[src/rtl/freq_meter.sv]
// freq_meter: counts CLK cycles per DIV_IN period, flags overflow, match and lock.
// Define FREQ_METER_AVG_EN to publish the mean of every 4 measurements.
module freq_meter #(
  parameter int WIDTH  = 16,
  parameter int LOCK_N = 4
) (
  input  logic             CLK,
  input  logic             RSTN,
  input  logic             enable,
  input  logic             DIV_IN,
  input  logic [WIDTH-1:0] EXP,
  output logic [WIDTH-1:0] PERIOD,
  output logic             VALID,
  output logic             OVF,
  output logic             MATCH,
  output logic             LOCK
);

  localparam logic [1:0] S_IDLE  = 2'd0;
  localparam logic [1:0] S_ARM   = 2'd1;
  localparam logic [1:0] S_COUNT = 2'd2;

  localparam logic [WIDTH-1:0] CNT_MAX = '1;
  localparam logic [3:0]       RUN_MAX = 4'(LOCK_N);

  logic             r_sync1, r_sync2, r_sync3;
  logic [1:0]       r_state;
  logic [WIDTH-1:0] r_cnt;
  logic             r_ovf;
  logic [3:0]       r_run;
  logic [WIDTH-1:0] r_period;
  logic             r_valid;
  logic             r_ovf_o;
  logic             r_match;

  logic             w_rise;
  logic             w_meas;
  logic             w_meas_ovf;
  logic             w_pub;
  logic [WIDTH-1:0] w_pub_val;
  logic             w_pub_ovf;
  logic [3:0]       w_run_nx;

  assign w_rise = r_sync2 & ~r_sync3;
  assign w_meas = enable && (r_state == S_COUNT) && w_rise;
  // A count sitting at the ceiling on the closing edge is saturated too.
  assign w_meas_ovf = r_ovf | (r_cnt == CNT_MAX);

`ifdef FREQ_METER_AVG_EN
  logic [1:0]       r_sub;
  logic [WIDTH+1:0] r_acc;
  logic             r_aovf;
  logic [WIDTH+1:0] w_acc_sum;

  assign w_acc_sum = r_acc + {2'b00, r_cnt};
  assign w_pub     = w_meas && (r_sub == 2'd3);
  assign w_pub_val = WIDTH'(w_acc_sum >> 2);
  assign w_pub_ovf = r_aovf | w_meas_ovf;

  always_ff @(posedge CLK or negedge RSTN) begin
    if (!RSTN) begin
      r_sub  <= '0;
      r_acc  <= '0;
      r_aovf <= 1'b0;
    end else if (!enable || (r_state != S_COUNT)) begin
      r_sub  <= '0;
      r_acc  <= '0;
      r_aovf <= 1'b0;
    end else if (w_meas) begin
      if (r_sub == 2'd3) begin
        r_sub  <= '0;
        r_acc  <= '0;
        r_aovf <= 1'b0;
      end else begin
        r_sub  <= r_sub + 2'd1;
        r_acc  <= w_acc_sum;
        r_aovf <= w_pub_ovf;
      end
    end
  end
`else
  assign w_pub     = w_meas;
  assign w_pub_val = r_cnt;
  assign w_pub_ovf = w_meas_ovf;
`endif

  always_comb begin
    w_run_nx = 4'd1;
    if (w_pub_ovf) begin
      w_run_nx = 4'd0;
    end else if ((w_pub_val == r_period) && (r_run != 4'd0)) begin
      w_run_nx = (r_run >= RUN_MAX) ? RUN_MAX : r_run + 4'd1;
    end
  end

  always_ff @(posedge CLK or negedge RSTN) begin
    if (!RSTN) begin
      r_sync1  <= 1'b0;
      r_sync2  <= 1'b0;
      r_sync3  <= 1'b0;
      r_state  <= S_IDLE;
      r_cnt    <= '0;
      r_ovf    <= 1'b0;
      r_run    <= '0;
      r_period <= '0;
      r_valid  <= 1'b0;
      r_ovf_o  <= 1'b0;
      r_match  <= 1'b0;
    end else begin
      r_sync1 <= DIV_IN;
      r_sync2 <= r_sync1;
      r_sync3 <= r_sync2;
      r_valid <= 1'b0;
      if (!enable) begin
        r_state <= S_IDLE;
        r_cnt   <= '0;
        r_ovf   <= 1'b0;
        r_run   <= '0;
        r_match <= 1'b0;
      end else begin
        case (r_state)
          S_IDLE: r_state <= S_ARM;
          S_ARM: begin
            if (w_rise) begin
              r_state <= S_COUNT;
              r_cnt   <= {{(WIDTH-1){1'b0}}, 1'b1};
              r_ovf   <= 1'b0;
            end
          end
          S_COUNT: begin
            if (w_rise) begin
              r_cnt <= {{(WIDTH-1){1'b0}}, 1'b1};
              r_ovf <= 1'b0;
              if (w_pub) begin
                r_period <= w_pub_val;
                r_ovf_o  <= w_pub_ovf;
                r_valid  <= 1'b1;
                r_match  <= !w_pub_ovf && (w_pub_val == EXP);
                r_run    <= w_run_nx;
              end
            end else if (r_cnt == CNT_MAX) begin
              r_ovf <= 1'b1;
            end else begin
              r_cnt <= r_cnt + 1'b1;
            end
          end
          default: r_state <= S_IDLE;
        endcase
      end
    end
  end

  assign PERIOD = r_period;
  assign VALID  = r_valid;
  assign OVF    = r_ovf_o;
  assign MATCH  = r_match;
  assign LOCK   = (r_run >= RUN_MAX);

endmodule
[config.mk]
export PLATFORM = sky130hd
export DESIGN_NAME = freq_meter
export DESIGN_NICKNAME = d
export VERILOG_FILES = /design/src/rtl/freq_meter.sv
export SDC_FILE = /design/constraint.sdc
export NUM_CORES = 1
export LEC_CHECK = 0
export BUFFER_PORTS_ARGS = -buffer_cell sky130_fd_sc_hd__clkbuf_2
export CAP_MARGIN = 15
export CORE_ASPECT_RATIO = 2
export CORE_MARGIN = 2
export CORE_UTILIZATION = 35
export CTS_CLUSTER_SIZE = 40
export DETAILED_ROUTE_END_ITERATION = 10
export HOLD_SLACK_MARGIN = 0.15
export MAX_ROUTING_LAYER = met4
export PLACE_DENSITY = 0.65
export SLEW_MARGIN = 20
export SYNTH_ARGS = -nofsm -noshare
export SYNTH_HDL_FRONTEND = slang
export SYNTH_SLANG_ARGS = --single-unit
[constraint.sdc]
create_clock -name CLK -period 2.2 [get_ports CLK]
set_clock_uncertainty 0.05 [all_clocks]
set_input_delay 0.11 -clock CLK [delete_from_list [all_inputs] [get_ports CLK]]
set_output_delay 0.11 -clock CLK [all_outputs]
set_load 0.01 [all_outputs]
### Word level (Yosys, flattened, before mapping)

Cells that the tools add are included.

| operators by class | value |
|---|---|
| add/subtract/negate cells | 2 |
| order comparisons | 1 |
| eq/ne operators | 13 |
| muxes and demuxes | 28 |
| bitwise operators | 3 |
| reductions and logical operators | 12 |

Operator list:

| kind | count |
|---|---|
| two-way mux 16 bit | 4 |
| equality test 16 bit | 2 |
| case mux 16 bit (2 select lines) | 1 |
| two-way mux 4 bit | 7 |
| adder 16 x 1 -> 16 bit (second input constant) | 1 |
| equality test 16 bit (second input constant) | 1 |
| two-way mux 1 bit | 12 |
| AND reduction 3 bit | 3 |
| != test 2 x 1 -> 1 bit (second input constant) | 3 |
| case mux 2 bit (3 select lines) | 1 |
| adder 4 x 1 -> 4 bit (second input constant) | 1 |
| greater-or-equal comparator 4 x 3 -> 1 bit (second input constant) | 1 |
| logical AND 1 bit | 4 |
| two-way mux 2 bit | 2 |
| != test 4 x 3 -> 1 bit (second input constant) | 1 |
| != test 4 bit (second input constant) | 1 |
| AND reduction 4 bit | 1 |
| nonzero test 4 bit | 1 |
| != test 3 x 1 -> 1 bit (second input constant) | 1 |
| != test 3 bit (second input constant) | 1 |
| equality test 2 x 1 -> 1 bit (second input constant) | 1 |
| equality test 2 bit (second input constant) | 1 |
| logical NOT 2 bit | 1 |
| != test 2 bit (second input constant) | 1 |
| 6 further kinds | 6 |

| word-level totals | value |
|---|---|
| bits in registers | 45 |
| bits of input ports | 20 |
| output and inout port bits | 20 |
| logic and storage cells | 70 |

### Depth between registers and ports, before layout

| logic depth | value |
|---|---|
| word-level depth | 8 |
| mapped depth | 7 |
| mapped depth without buffers | 6 |

### Worst setup path before layout

No wires, ideal clock.

| path | value |
|---|---|
| kind | register to register |
| start | register r_cnt[1] |
| end | register r_cnt[9] |
| setup time | 0.132 ns |
| data arrival time | 1.609 ns |
| required time | 2.018 ns |
| slack | 0.409 ns |
| cell stages (with the launch flop) | 8 |
| buffers on the path | 1 |
| path through | dfrtp_1 ha_1 nand4_1 or4_4 buf_6 nand4_1 xor2_1 nor2_1 |

| on the way | value |
|---|---|
| cells in the longest elaborated chain, start to end | 5 |
| elaborated cells on any way between the ends | 8 |
| those cells by class | add/sub: 1; eq/ne: 2; mux: 4; reduce/logical: 1 |

RTL lines:

| item | line | text |
|---|---|---|
| from (decl) | 28 | `logic [WIDTH-1:0] r_cnt;` |
| from (signal assigned) | 126 | `r_cnt <= {{(WIDTH-1){1'b0}}, 1'b1};` |
| from (signal assigned) | 132 | `r_cnt <= {{(WIDTH-1){1'b0}}, 1'b1};` |
| from (signal assigned) | 144 | `r_cnt <= r_cnt + 1'b1;` |
| adder 16 x 1 -> 16 bit | 144 |  |
| two-way mux 16 bit | 141 | `end else if (r_cnt == CNT_MAX) begin` |
| two-way mux 16 bit | 131 | `if (w_rise) begin` |
| case mux 16 bit (2 select lines) | 121 | `case (r_state)` |
| two-way mux 16 bit | 114 | `if (!enable) begin` |

Several ways; a longest one is shown, not always the timed one. The select of a mux whose other input is x is not followed.
A chain may end at the register's enable or synchronous reset.

### Worst setup path in the final report

| path | value |
|---|---|
| start | register r_cnt[0] |
| end | register r_cnt[5] |

The elaborated chain is that of the path after synthesis.

==> flow_summary.ini <==
[global_route]
antenna_found_initial = 0
grt_use_total_pct = 17.15
grt_pass1_wl_um = 10030
overflow = 0
grt_max_degree = 20
grt_pass1_vias = 1945

[synthesis]
netlist_area_um2 = 2579
synthTopCellsByArea = dfrtp_1 44%, xor2_1 11%, mux2_2 6.6%
yosysTopAreaCellShare_pct = 43.67
ys_async_sr_fraction_pct = 100.0
synth_top_flop_cell = dfrtp_1
syn_nets = 261
synth.avg_cell_area_um2 = 10.83
synth-edff-count = 0
yosys.area.top_type = dfrtp_1
ys_seq_area_share_pct = 43.67
synthCells = 238
ys_ff_latch = 45
synth_cell_types = 52
yosysWarningCount = 0

[critical_path]
critPathRequiredTime_ps = 2330
r2r_start = r_cnt[0]
start_kind = register
cp.arrival_ps = 2140
end_kind = register
crit_type = reg2reg
crit_slowest_cell = or4_4
r2r_end = r_cnt[5]
path_cells = ha_1 > nand4_1 > or4_4 > nand4_1 > xor2_1 > nor2_1
worstPathMaxFanout = 7
crit_top_cell = nand4_1
reg2reg_slack_ps = 180
reg2reg_depth = 6
slowest_delay_ps = 580

[clocking]
path_clk_slew_ps = 70
clkSinkCount = 45
tritoncts = built
h-tree-depth = 2
ctsResizeCount = 0
clk-insertion-delay-late_ps = 290
cts_made_buffers = 5
root_buffer = clkbuf_16
max-clock-path-buffers = 2

[floorplan]
die_w_um = 64.70
io_pins = 40
coreArea_um2 = 7212
start_util_pct = 35.76
die_area_um2 = 8112
row_count = 44
die_height_um = 125.4

[placed_design]
io_buffers = 39
place_congestion = 0.9126
dpl_cell_area_um2 = 2867
hpwl_um = 4984

[route]
drtIter0Drc = 93
dr.pass1.iters = 4
dr_total_vias = 1938
wl_um = 6316
ant_nets = 0
drc_errors = 0
wire_per_inst_um = 16.75
routed_via_density = 5.141

[power]
internal_power_mw = 1.309
power.share.combinational_pct = 6.6
p_sw_share_pct = 23.50
p_leak_nw = 1.547
vdd_drop_max_mv = 0.2619
power.density_nw_per_um2 = 562.9
pwr-share-seq_pct = 49.7
switchingPower_mw = 0.4022
clkPwrFrac_pct = 43.7

[cells_and_area]
final_util_pct = 42.16
final_common_cell = dfrtp_1
finalInstanceArea_um2 = 3040
mostFrequentLayoutCells = 45 x dfrtp_1, 39 x clkbuf_2, 33 x xor2_1
synthToLayoutAreaGrowth_pct = 17.90
antenna_cells = 0
fillers = 711
multiInputGateArea_um2 = 1280
seqCellArea_um2 = 1126
drive_above_1_share_pct = 31.23
finalNetCount = 307

[sta]
hold_slack_ps = 202.0
setup_tns_ps = 0
worst_pin_slew_ps = 637.8
layout_min_cycle_time_ps = 2017
grt_setup_unrepaired = false
maxSlewViolCount = 0
slew_headroom_pct = 57.28
final_hold_viol_count = 0
finalCritPeriodShare_pct = 91.69
fmax_mhz = 495.8
setup_viol = 0

[status]
run_status = finished clean

[worst_hold_path]
hold_class = in2async

[job]
cap_violations = 0
cell usage after synthesis, types with 2 or more instances:
cell type  instances
dfrtp_1           45
xor2_1            33
nor2_1            17
mux2_2            15
nand2_1           14
xnor2_1           11
nand3_1            9
buf_4              7
nand4_1            7
nor4_1             7
buf_2              6
inv_1              6
a21oi_1            4
buf_6              4
and2_1             3
ha_1               3
nand2b_1           3
o21ai_0            3
o31ai_1            3
a31oi_1            2
clkbuf_1           2
nand4_4            2
nor2b_1            2
nor3_1             2
repair_timing:
action	in CTS	in global routing
endpoints found under the hold margin	48	0
setup endpoints to repair	0	0
setup buffers	0	0
hold buffers	3	0
worst max-delay path by stage:
stage / start / endpoint / slack (ps) / depth (start not counted)
detailed placement: r_cnt[0] / r_cnt[5] / 220 / 6
floorplan: r_cnt[1] / r_cnt[9] / 410 / 7
global route: r_cnt[7] / r_run[2] / 100 / 5
global placement: r_cnt[0] / r_cnt[5] / 240 / 6
CTS: r_cnt[0] / r_cnt[5] / 200 / 6
finish: r_cnt[0] / r_cnt[5] / 180 / 6
metal layers:
layer	share of wire, %	global-route usage [%]
met1	34	16.16
met3	3.5	2.428
met5	0	-
met4	6.6	12.14
met2	56	30.70
flip-flops by register name, summed over array words and instances (netlist names), 2 cells and up:
signal / count
PERIOD: 16
r_run: 4
r_cnt: 16
r_state: 2
through the flow:
step	power [mW]	worst slack (ps)	instances
after floorplan	0.9166	409.0	238
after global placement	0.9769	244.4	366
after detailed placement	0.9779	221.8	366
after CTS	1.728	199.8	377
after global routing	1.775	104.4	377
final	1.711	182.9	377
power groups by stage:
stage               Clock [mW]  Sequential (mW)  Combinational [mW]
floorplan                    0            0.864              0.0528
CTS                      0.761            0.850               0.117
global placement             0            0.866               0.111
global route             0.797            0.853               0.125
finish                   0.747            0.851               0.113
detailed placement           0            0.866               0.112
cell families after synthesis:
group | count (synthesis) | share of synthesized area [%]
flip-flops | 45 | 43.67
adder cells (fa/ha/maj) | 3 | 1.456
AO/OA/AOI/OAI | 24 | 7.036
AND/OR/NAND/NOR | 81 | 19.65
buffers and inverters | 26 | 6.696
multiplexers | 15 | 6.550
XOR/XNOR | 44 | 14.94
worst max-delay path: cells and delay by family, from the launching register on:
family	cells	cell delay, ps
XOR/XNOR	1	160
flip-flops	1	520
AND/OR/NAND/NOR	4	890
adder cells (fa/ha/maj)	1	280
layout make-up:
| cell class | instances | share of cell area, % |
|---|---|---|
| clock inverter | 2 | 0.4938 |
| multi-input combinational | 167 | 42.10 |
| timing repair buffer | 59 | 11.60 |
| sequential | 45 | 37.04 |
| inverter | 6 | 0.7407 |
| tap | 92 | 3.786 |
| clock buffer | 6 | 4.239 |
No activity file was read; power rests on OpenSTA's default activity.
